<file path="src/rtl/pipe_stage_reg.sv">
// Pipeline-boundary register with NCH independent write channels, stall/flush
// control and saturating stall/bubble performance counters.
module pipe_stage_reg #(
  parameter int unsigned STAGE = 4,
  parameter int unsigned NCH   = 4,
  parameter int unsigned PW    = 32,
  parameter int unsigned CNT_W = 16
) (
  input  logic                clk,
  input  logic                rst,
  input  logic [5:0]          stall,
  input  logic                flush,
  input  logic                in_valid,
  input  logic [31:0]         in_pc,
  input  logic [NCH-1:0]      in_we,
  input  logic [NCH*PW-1:0]   in_data,
  output logic                out_valid,
  output logic [31:0]         out_pc,
  output logic [NCH-1:0]      out_we,
  output logic [NCH*PW-1:0]   out_data,
  input  logic                cnt_clr,
  output logic [CNT_W-1:0]    stall_cnt,
  output logic [CNT_W-1:0]    bubble_cnt
);

  typedef enum logic [2:0] {
    ACT_RESET,
    ACT_FLUSH,
    ACT_BUBBLE,
    ACT_HOLD,
    ACT_ADVANCE
  } action_e;

  action_e             w_action;
  logic                w_stall_up;
  logic                w_stall_dn;
  logic                w_bubble;
  logic [NCH-1:0]      w_we_gated;
  logic [CNT_W-1:0]    w_stall_cnt_nxt;
  logic [CNT_W-1:0]    w_bubble_cnt_nxt;
  logic                w_unused_stall;

  logic                r_valid;
  logic [31:0]         r_pc;
  logic [NCH-1:0]      r_we;
  logic [NCH*PW-1:0]   r_data;
  logic [CNT_W-1:0]    r_stall_cnt;
  logic [CNT_W-1:0]    r_bubble_cnt;

  assign w_stall_up     = stall[STAGE];
  assign w_stall_dn     = stall[STAGE+1];
  assign w_unused_stall = ^stall;

  // Fixed-priority action decode; exactly one action applies per cycle.
  always_comb begin
    w_action = ACT_ADVANCE;
    if (rst)                            w_action = ACT_RESET;
    else if (flush)                     w_action = ACT_FLUSH;
    else if (w_stall_up && !w_stall_dn) w_action = ACT_BUBBLE;
    else if (w_stall_up)                w_action = ACT_HOLD;
  end

  // The registered result is a bubble if it is squashed/inserted, or if the
  // held or newly loaded entry is not a real instruction.
  always_comb begin
    w_bubble = 1'b0;
    case (w_action)
      ACT_FLUSH,
      ACT_BUBBLE:  w_bubble = 1'b1;
      ACT_HOLD:    w_bubble = !r_valid;
      ACT_ADVANCE: w_bubble = !in_valid;
      default:     w_bubble = 1'b0;
    endcase
  end

  assign w_we_gated = in_valid ? in_we : '0;

  always_comb begin
    w_stall_cnt_nxt  = r_stall_cnt;
    w_bubble_cnt_nxt = r_bubble_cnt;
    if (cnt_clr) begin
      w_stall_cnt_nxt  = '0;
      w_bubble_cnt_nxt = '0;
    end else begin
      if (w_stall_up && (r_stall_cnt != '1))
        w_stall_cnt_nxt = r_stall_cnt + 1'b1;
      if (w_bubble && (r_bubble_cnt != '1))
        w_bubble_cnt_nxt = r_bubble_cnt + 1'b1;
    end
  end

  always_ff @(posedge clk) begin
    case (w_action)
      ACT_RESET,
      ACT_FLUSH,
      ACT_BUBBLE: begin
        r_valid <= 1'b0;
        r_pc    <= '0;
        r_we    <= '0;
        r_data  <= '0;
      end
      ACT_HOLD: begin
        r_valid <= r_valid;
        r_pc    <= r_pc;
        r_we    <= r_we;
        r_data  <= r_data;
      end
      default: begin
        r_valid <= in_valid;
        r_pc    <= in_pc;
        r_we    <= w_we_gated;
        r_data  <= in_data;
      end
    endcase
  end

  always_ff @(posedge clk) begin
    if (rst) begin
      r_stall_cnt  <= '0;
      r_bubble_cnt <= '0;
    end else begin
      r_stall_cnt  <= w_stall_cnt_nxt;
      r_bubble_cnt <= w_bubble_cnt_nxt;
    end
  end

  assign out_valid  = r_valid;
  assign out_pc     = r_pc;
  assign out_we     = r_we;
  assign out_data   = r_data;
  assign stall_cnt  = r_stall_cnt;
  assign bubble_cnt = r_bubble_cnt;

endmodule

</file>
<file path="config.mk">
export PLATFORM = sky130hd
export DESIGN_NAME = pipe_stage_reg
export DESIGN_NICKNAME = d
export VERILOG_FILES = /design/src/rtl/pipe_stage_reg.sv
export SDC_FILE = /design/constraint.sdc
export NUM_CORES = 1
export LEC_CHECK = 0
export CAP_MARGIN = 5
export CORE_ASPECT_RATIO = 0.5
export CORE_UTILIZATION = 35
export DETAILED_ROUTE_END_ITERATION = 8
export DONT_BUFFER_PORTS = 1
export GPL_ROUTABILITY_DRIVEN = 0
export SLEW_MARGIN = 20
export SYNTH_ARGS = -nofsm -noshare
export SYNTH_HDL_FRONTEND = slang
export SYNTH_SLANG_ARGS = --single-unit
</file>
<file path="constraint.sdc">
create_clock -name clk -period 8.7 [get_ports clk]
set_clock_uncertainty 0.2 [all_clocks]
set_input_delay 1.74 -clock clk [delete_from_list [all_inputs] [get_ports clk]]
set_output_delay 1.74 -clock clk [all_outputs]
set_load 0.03 [all_outputs]
</file>
==> results of run 1 <==
==> power by group through the flow <==
stage	Sequential, mW	Combinational (mW)	Clock [mW]
floorplan	1.20	0.0357	0
CTS	1.19	0.0458	0.771
global placement	1.21	0.0435	0
finish	1.19	0.0450	0.750
detailed placement	1.22	0.0463	0
global route	1.20	0.0512	0.805
==> synthesized netlist by cell type, drive strengths merged, types with 2 or more instances <==
cell | n | area share
nand3 | 14 | 0.0090
clkbuf | 22 | 0.011
buf | 3 | 0.0027
or3 | 9 | 0.0076
nand2 | 13 | 0.0063
a21oi | 22 | 0.014
and2 | 162 | 0.13
and3 | 4 | 0.0032
inv | 6 | 0.0029
edfxtp | 165 | 0.64
a211oi | 2 | 0.0019
o311ai | 5 | 0.0056
or4 | 16 | 0.015
nor4 | 3 | 0.0032
o31ai | 15 | 0.015
o41ai | 6 | 0.0068
o21ai | 6 | 0.0039
nor3 | 4 | 0.0026
and4 | 3 | 0.0035
ha | 2 | 0.0032
nand4 | 12 | 0.012
or2 | 5 | 0.0044
mux2i | 2 | 0.0026
nor2 | 4 | 0.0019
dfxtp | 32 | 0.083
==> critical path: cells and delay by family <==
family / cells / cell delay, ps
and+or+nand+nor: 2 / 360
buffers and inverters: 1 / 820
==> how the worst max path moves through the flow <==
| stage | endpoint | slack, ps | depth (start not counted) |
|---|---|---|---|
| floorplan | out_data[0] | 1190 | 2 |
| global placement | out_data[107] | 4970 | 4 |
| detailed placement | out_data[107] | 4910 | 4 |
| CTS | out_data[107] | 5400 | 4 |
| global route | out_data[8] | 5470 | 3 |
| finish | out_data[8] | 5570 | 3 |
==> per-stage QoR <==
step	worst slack (ps)	std cells
2_1_floorplan	1190	547
3_5_place_dp	4910	826
3_3_place_gp	4970	826
4_1_cts	5400	858
5_1_grt	5470	860
6_report	5570	862
==> sequential cells by signal (all words and copies together) (netlist names) <==
register	cells
out_pc	32
out_data	128
out_we	4
stall_cnt	16
out_valid	1
bubble_cnt	16
==> kinds of logic (layout without fill, tap and decap cells) <==
kind of cell               count (synthesis)  after routing
buffers and inverters                     31             42
DFF                                      197            197
adders and majority gates                  2              2
AOI/OAI and AO/OA                         60             60
other                                      0              4
and+or+nand+nor                          255            255
muxes                                      2              2
==> final cells by class <==
class	count	area [um2]	share of cell area
diodes	4	10.0	0.00116
clock buffers	17	425	0.0492
clock inverters	15	120	0.0139
inverters	6	22.5	0.00260
multi-input cells	319	2070	0.239
flip-flops and latches	197	5600	0.647
well taps	300	375	0.0434
repair buffers	4	33.8	0.00390
==> layer usage <==
metal / up-vias / share of wire / global-route usage
met5: - / 0 / 0
met4: 0 / 0.016 / 0.0627
met3: 20 / 0.066 / 0.0686
met2: 134 / 0.50 / 0.243
met1: 2179 / 0.42 / 0.193
li1: 2017 / - / -
==> results.txt, run 1 <==
----------------------------------------------------
[Global routing]
  Via count of the first global-routing pass ... approximately 4000
  Total grt overflow ... 0
  Total GRT Usage ... 0.157
  First-pass GRT wire length ... around 26 mm
  Initial antenna violation count ... 5
  Pin count of the biggest net entering global routing ... ~170

[Clock tree]
  Number of H-tree levels ... 4
  Buffer depth of the longest clock path ... 2
  Setup Buffers After CTS ... 0
  Clk Latency, worst-skew pair ... about 450 ps
  Clock tree from TritonCTS ... done
  Clock input transition at the sequential cells of the worst setup and hold paths ... 70 ps
  Num Clock Sinks ... 197
  Master cell of the clock root buffer ... sky130_fd_sc_hd__clkbuf_16
  Number of buffers inserted during clock tree synthesis ... 17
  Hold_buf cts ... 0
  Post_cts resized ... 0

[Setup path]
  Flop-to-flop setup slack ... ~6000 ps
  Crit path launch ... flush
  Startpoint of the worst register-to-register path ... bubble_cnt[6]
  CP Launch Type ... input port
  Worst-path cell with the longest stage delay ... sky130_fd_sc_hd__buf_4
  Crit path max fanout ... between 70 and 80
  Worst reg-to-reg path cell count ... 5
  Data arrival time of the worst path ... roughly 3000 ps
  Stage delay of the slowest cell on the critical path ... 820 ps
  Crit path capture type ... register
  Data required time of the critical path ... 8580 ps
  Capture instance of the worst register-to-register path ... bubble_cnt[5]
  Cell-by-cell trace of the critical path ... nor2_1, nand3_4, buf_4
  Crit Path Class ... in2reg

[Floorplanning]
  Horizontal die dimension ... 213 um
  Initial Util ... 0.357
  Count of standard-cell rows ... 38
  Count of boundary I/O pins ... 372
  Area inside the core boundary ... 21700 um2
  Total Die Area ... 22800 um2
  Vertical die dimension ... approximately 110 um

[Power and ir drop]
  Logic pwr share ... 0.023
  Total power draw ... between 1.5 and 2 mW
  Peak supply drop ... roughly 0.00013 V
  Share of total power in sequential cells ... 0.600
  Proportion of total power due to net switching ... 0.264
  Net switching power of the design ... between 500 and 600 uW
  Static leakage ... between 3 and 4 nW
  Internal Pwr Total ... between 1 and 1.5 mW
  Total power per unit cell area ... around 230 nW/um2
  Part of the power in the clock network ... 0.377

[Logic synthesis]
  Mux contribution to synthesized area ... 0.00258
  Syn nets ... 724
  Number of warning messages in the yosys log ... 0
  Fraction of synthesized cell area in xor and xnor cells ... 0
  Yosys cell types ... 45
  Proportion of synthesized flip-flops having asynchronous set or reset ... 0
  Number of flops mapped to enable cells by yosys ... about 170
  Area of the mapped netlist ... approximately 7800 um2
  Share of synthesized area occupied by flip-flops and latches ... 0.721
  Cells after synthesis ... 547
  Average size of a mapped cell ... 14.2 um2
  Most used flip-flop cell after synthesis ... sky130_fd_sc_hd__edfxtp_1
  Flip-flop and latch count after synthesis ... approximately 200
  Share of synthesized cell area in full adder, half adder and majority cells ... 0.00322
  Fraction of the mapped netlist area in simple logic gates ... 0.206
  Dominant combinational cell family by area after synthesis ... simple AND/OR/NAND/NOR gates
  Compound-gate portion of the synthesized area ... 0.0509

[Route]
  Drt first-iter violations ... ~290
  Post-DRT Antenna Nets ... 0
  Drt total wl ... 18.4 mm
  Number of remaining DRC errors ... 2
  Number of vias per cell after detailed routing ... 5.05
  Initial DRT Pass Iterations ... 6
  Routed WL per cell ... 21.4 um
  Count of vias placed by the detailed router ... approximately 4400

[Min path]
  End point of the worst hold path ... stall_cnt[12]
  Type of the most critical hold path ... reg2reg
  Worst Hold Depth ... 2
  Hold Startpoint ... stall_cnt[12]

[Flow run]
  Number of maximum-capacitance violations ... 0

[Finish]
  Post-layout nets ... a little over 700
  Filler cells ... 2035
  Cell area after layout ... 8650 um2
  Relative area change from synthesis to final layout ... 11.4%
  Highest-count cells in the layout ignoring fill and taps ... sky130_fd_sc_hd__edfxtp_1 (165), sky130_fd_sc_hd__and2_1 (162), sky130_fd_sc_hd__dfxtp_1 (32)
  Share of post-route cells with drive strength above 1 ... 0.0842
  Most frequent standard cell in the layout excluding fill and tap cells ... sky130_fd_sc_hd__edfxtp_1
  Final core utilization ... 0.398

[Timing]
  Max Transition Viols Final ... 0
  Final critical delay including setup and external delays ... approximately 3100 ps
  Final setup violating endpoints ... 0
  Setup repair after global routing missed its margin ... no
  Hold Worst Slack ... about 450 ps
  Worst slew margin ... 0.321
  Maximum operating frequency ... 320 MHz
  Share of the clock period used by the worst path ... 0.360
  Aggregate negative setup slack ... 0 ps
  Slew of the pin with the lowest slew margin ... 1020 ps
  Count of final hold-check violations ... 0

[Placed design]
  HPWL after detailed placement ... around 13 mm
  # port buffers ... 0
  Total placed instance area ... 8090 um2

[Status]
  Failing checks ... design-rule violations
  Outcome ... finished with violations

----------------------------------------------------
Note: power is estimated with default switching activity, not from simulation.
==> inputs of run 2 (changes only) <==
==> constraint.sdc (replaced) <==
create_clock -name clk -period 2.8 [get_ports clk]
set_clock_uncertainty 0.2 [all_clocks]
set_input_delay 0.56 -clock clk [delete_from_list [all_inputs] [get_ports clk]]
set_output_delay 0.56 -clock clk [all_outputs]
set_load 0.03 [all_outputs]
==> run 2 against run 1 <==
Compared with the run above:
- the run now ends clean
- sequential share of layout area down 1.5 points
- register-to-register slack worse by 5500 ps
- first-iteration DRC count up 44%
- critical path type is now reg2reg
- critical endpoint is now bubble_cnt[11]
==> results.txt, run 2 (same netlist as run 1, synthesis figures left out) <==
----------------------------------------------------
[Finish]
  Most frequent standard cell in the layout excluding fill and tap cells ... sky130_fd_sc_hd__edfxtp_1
  Post-layout nets ... 738 (+2.2%)
  Final core utilization ... 0.408 (+0.00956)
  Relative area change from synthesis to final layout ... 14.1%
  Max FFs per register ... 128 (unchanged)
  Filler cells ... 2017 (-0.88%)
  Highest-count cells in the layout ignoring fill and taps ... sky130_fd_sc_hd__edfxtp_1 (165), sky130_fd_sc_hd__and2_1 (162), sky130_fd_sc_hd__dfxtp_1 (32)
  Share of post-route cells with drive strength above 1 ... 0.113 (+0.0290)

[Timing]
  Setup repair after global routing missed its margin ... no
  Worst slew margin ... 0.598 (+0.277)
  Count of final hold-check violations ... 0 (unchanged)
  Share of the clock period used by the worst path ... 0.830
  Max Transition Viols Final ... 0 (unchanged)
  Final critical delay including setup and external delays ... 2320 ps
  Slew of the pin with the lowest slew margin ... 597 ps (-421 ps)
  Maximum operating frequency ... 430 MHz
  Hold Worst Slack ... 84.8 ps (-368 ps)
  Final setup violating endpoints ... 0 (unchanged)

[Route]
  Number of vias per cell after detailed routing ... 5.09 (+0.82%)
  Uppermost metal layer occupied by signal nets ... met5
  Drt total wl ... 19.0 mm (+3.0%)
  Routed WL per cell ... 21.6 um (+1.1%)
  M1 wire length ... 7.92 mm (+2.4%)
  Initial DRT Pass Iterations ... 7 (+1)
  Count of vias placed by the detailed router ... 4467 (+2.7%)
  Post-DRT Antenna Nets ... 0 (unchanged)
  Drt first-iter violations ... 415 (+44%)
  Met2 Wirelength ... 9.56 mm (+4.1%)
  Wire length on met3 ... 1.24 mm (+2.0%)
  Number of remaining DRC errors ... 0 (-2)

[Power and ir drop]
  Peak supply drop ... 0.000326 V (+160%)
  Total power per unit cell area ... 703 nW/um2 (+210%)
  Total power draw ... 6.23 mW (+210%)
  Static leakage ... 3.29 nW (+3.8%)

[Clock tree]
  Clk Latency, worst-skew pair ... 440 ps (about the same)
  Number of buffers inserted during clock tree synthesis ... 17 (unchanged)
  Clock input transition at the sequential cells of the worst setup and hold paths ... 70 ps (about the same)
  Clock tree from TritonCTS ... done
  Buffer depth of the longest clock path ... 2 (unchanged)
  Master cell of the clock root buffer ... sky130_fd_sc_hd__clkbuf_16
  Hold_buf cts ... 0 (unchanged)
  Setup Buffers After CTS ... 0 (unchanged)
  Post_cts resized ... 0 (unchanged)
  Num Clock Sinks ... 197 (unchanged)
  Number of H-tree levels ... 4 (unchanged)

[Global routing]
  Total grt overflow ... 0 (unchanged)
  Total GRT Usage ... 0.163 (+0.00537)
  Pin count of the biggest net entering global routing ... 80 (-52%)
  First-pass GRT wire length ... 26.4 mm (+2.6%)
  Via count of the first global-routing pass ... 4182 (+2.4%)
  Initial antenna violation count ... 4 (-1)

[Setup path]
  Crit path launch ... bubble_cnt[0]
  Crit Path Class ... reg2reg
  CP Launch Type ... register
  Crit path capture type ... register
  Crit path max fanout ... 15 (-81%)
  Flop-to-flop setup slack ... 480 ps (-5480 ps)
  Worst reg-to-reg path cell count ... 6 (+1)
  Data required time of the critical path ... 2910 ps (-5670 ps)
  CP Capture Point ... bubble_cnt[11]
  Data arrival time of the worst path ... 2430 ps (-570 ps)
  Capture instance of the worst register-to-register path ... bubble_cnt[11]
  Startpoint of the worst register-to-register path ... bubble_cnt[0]

[Placed design]
  # port buffers ... 0 (unchanged)
  HPWL after detailed placement ... 13.9 mm (+6.2%)

[Status]
  Outcome ... finished, final reports clean

[Floorplanning]
  Initial Util ... 0.357 (unchanged)
  Area inside the core boundary ... 21700 um2 (unchanged)
  Vertical die dimension ... 107 um (unchanged)
  Count of standard-cell rows ... 38 (unchanged)
  Total Die Area ... 22800 um2 (unchanged)
  Horizontal die dimension ... 213 um (unchanged)
  Count of boundary I/O pins ... 372 (unchanged)

[Flow run]
  Number of maximum-capacitance violations ... 0 (unchanged)

[Min path]
  Type of the most critical hold path ... in2reg

----------------------------------------------------
## run 2: cell types whose count changed in the layout (fill, tap and decap cells not counted), sizes merged
cell / delta
buf: +16
clkinv: +4
inv: -2
clkinvlp: -2
## run 2: how the worst min path moves through the flow
| stage | startpoint | endpoint | slack [ps] | depth (start not counted) |
|---|---|---|---|---|
| final | cnt_clr | stall_cnt[8] | 80 | 2 |
| after detailed placement | stall_cnt[12] | stall_cnt[12] | 450 | 2 |
| after global routing | cnt_clr | stall_cnt[3] | 60 | 2 |
| after CTS | cnt_clr | stall_cnt[8] | 50 | 2 |
| after global placement | stall_cnt[12] | stall_cnt[12] | 430 | 2 |
| after floorplan | stall_cnt[12] | stall_cnt[12] | 410 | 2 |
## run 2: area by class of cell
class / count / area (um2) / area share
clock inverter: 15 / 141 / 0.0160
timing repair buffer: 20 / 213 / 0.0240
multi-input combinational: 319 / 2080 / 0.234
clock buffer: 17 / 425 / 0.0480
antenna: 4 / 10.0 / 0.00113
inverter: 6 / 22.5 / 0.00254
tap: 300 / 375 / 0.0424
sequential: 197 / 5600 / 0.632
## run 2: stage by stage
stage / setup WS (ps) / cell area, um2 / setup TNS (ps) / instances
6_report: 475 / 8860 / 0 / 878
5_1_grt: 245 / 8850 / 0 / 875
4_1_cts: 463 / 8850 / 0 / 874
3_5_place_dp: 477 / 8280 / 0 / 842
3_3_place_gp: 553 / 8280 / 0 / 842
2_1_floorplan: -43.6 / 7780 / -7200 / 547
## run 2: layer usage
metal	global-route usage	vias to the layer above
li1	-	2058
met1	0.200	2227
met2	0.259	156
met3	0.0665	24
met4	0.0555	2
met5	0	-
## run 2: power breakdown
part | internal (mW) | switching, mW
registers | 3.33 | 0.371
logic | 0.0646 | 0.100
clock network | 1.18 | 1.18
total | 4.57 | 1.66
## run 2: worst max-delay path: stages (launching register included)
cell and delay (ps):
sky130_fd_sc_hd__dfxtp_1 590, sky130_fd_sc_hd__ha_1 310, sky130_fd_sc_hd__nand4_1 150, sky130_fd_sc_hd__nor4_2 450, sky130_fd_sc_hd__buf_4 290, sky130_fd_sc_hd__or4_1 130, sky130_fd_sc_hd__a21oi_1 60
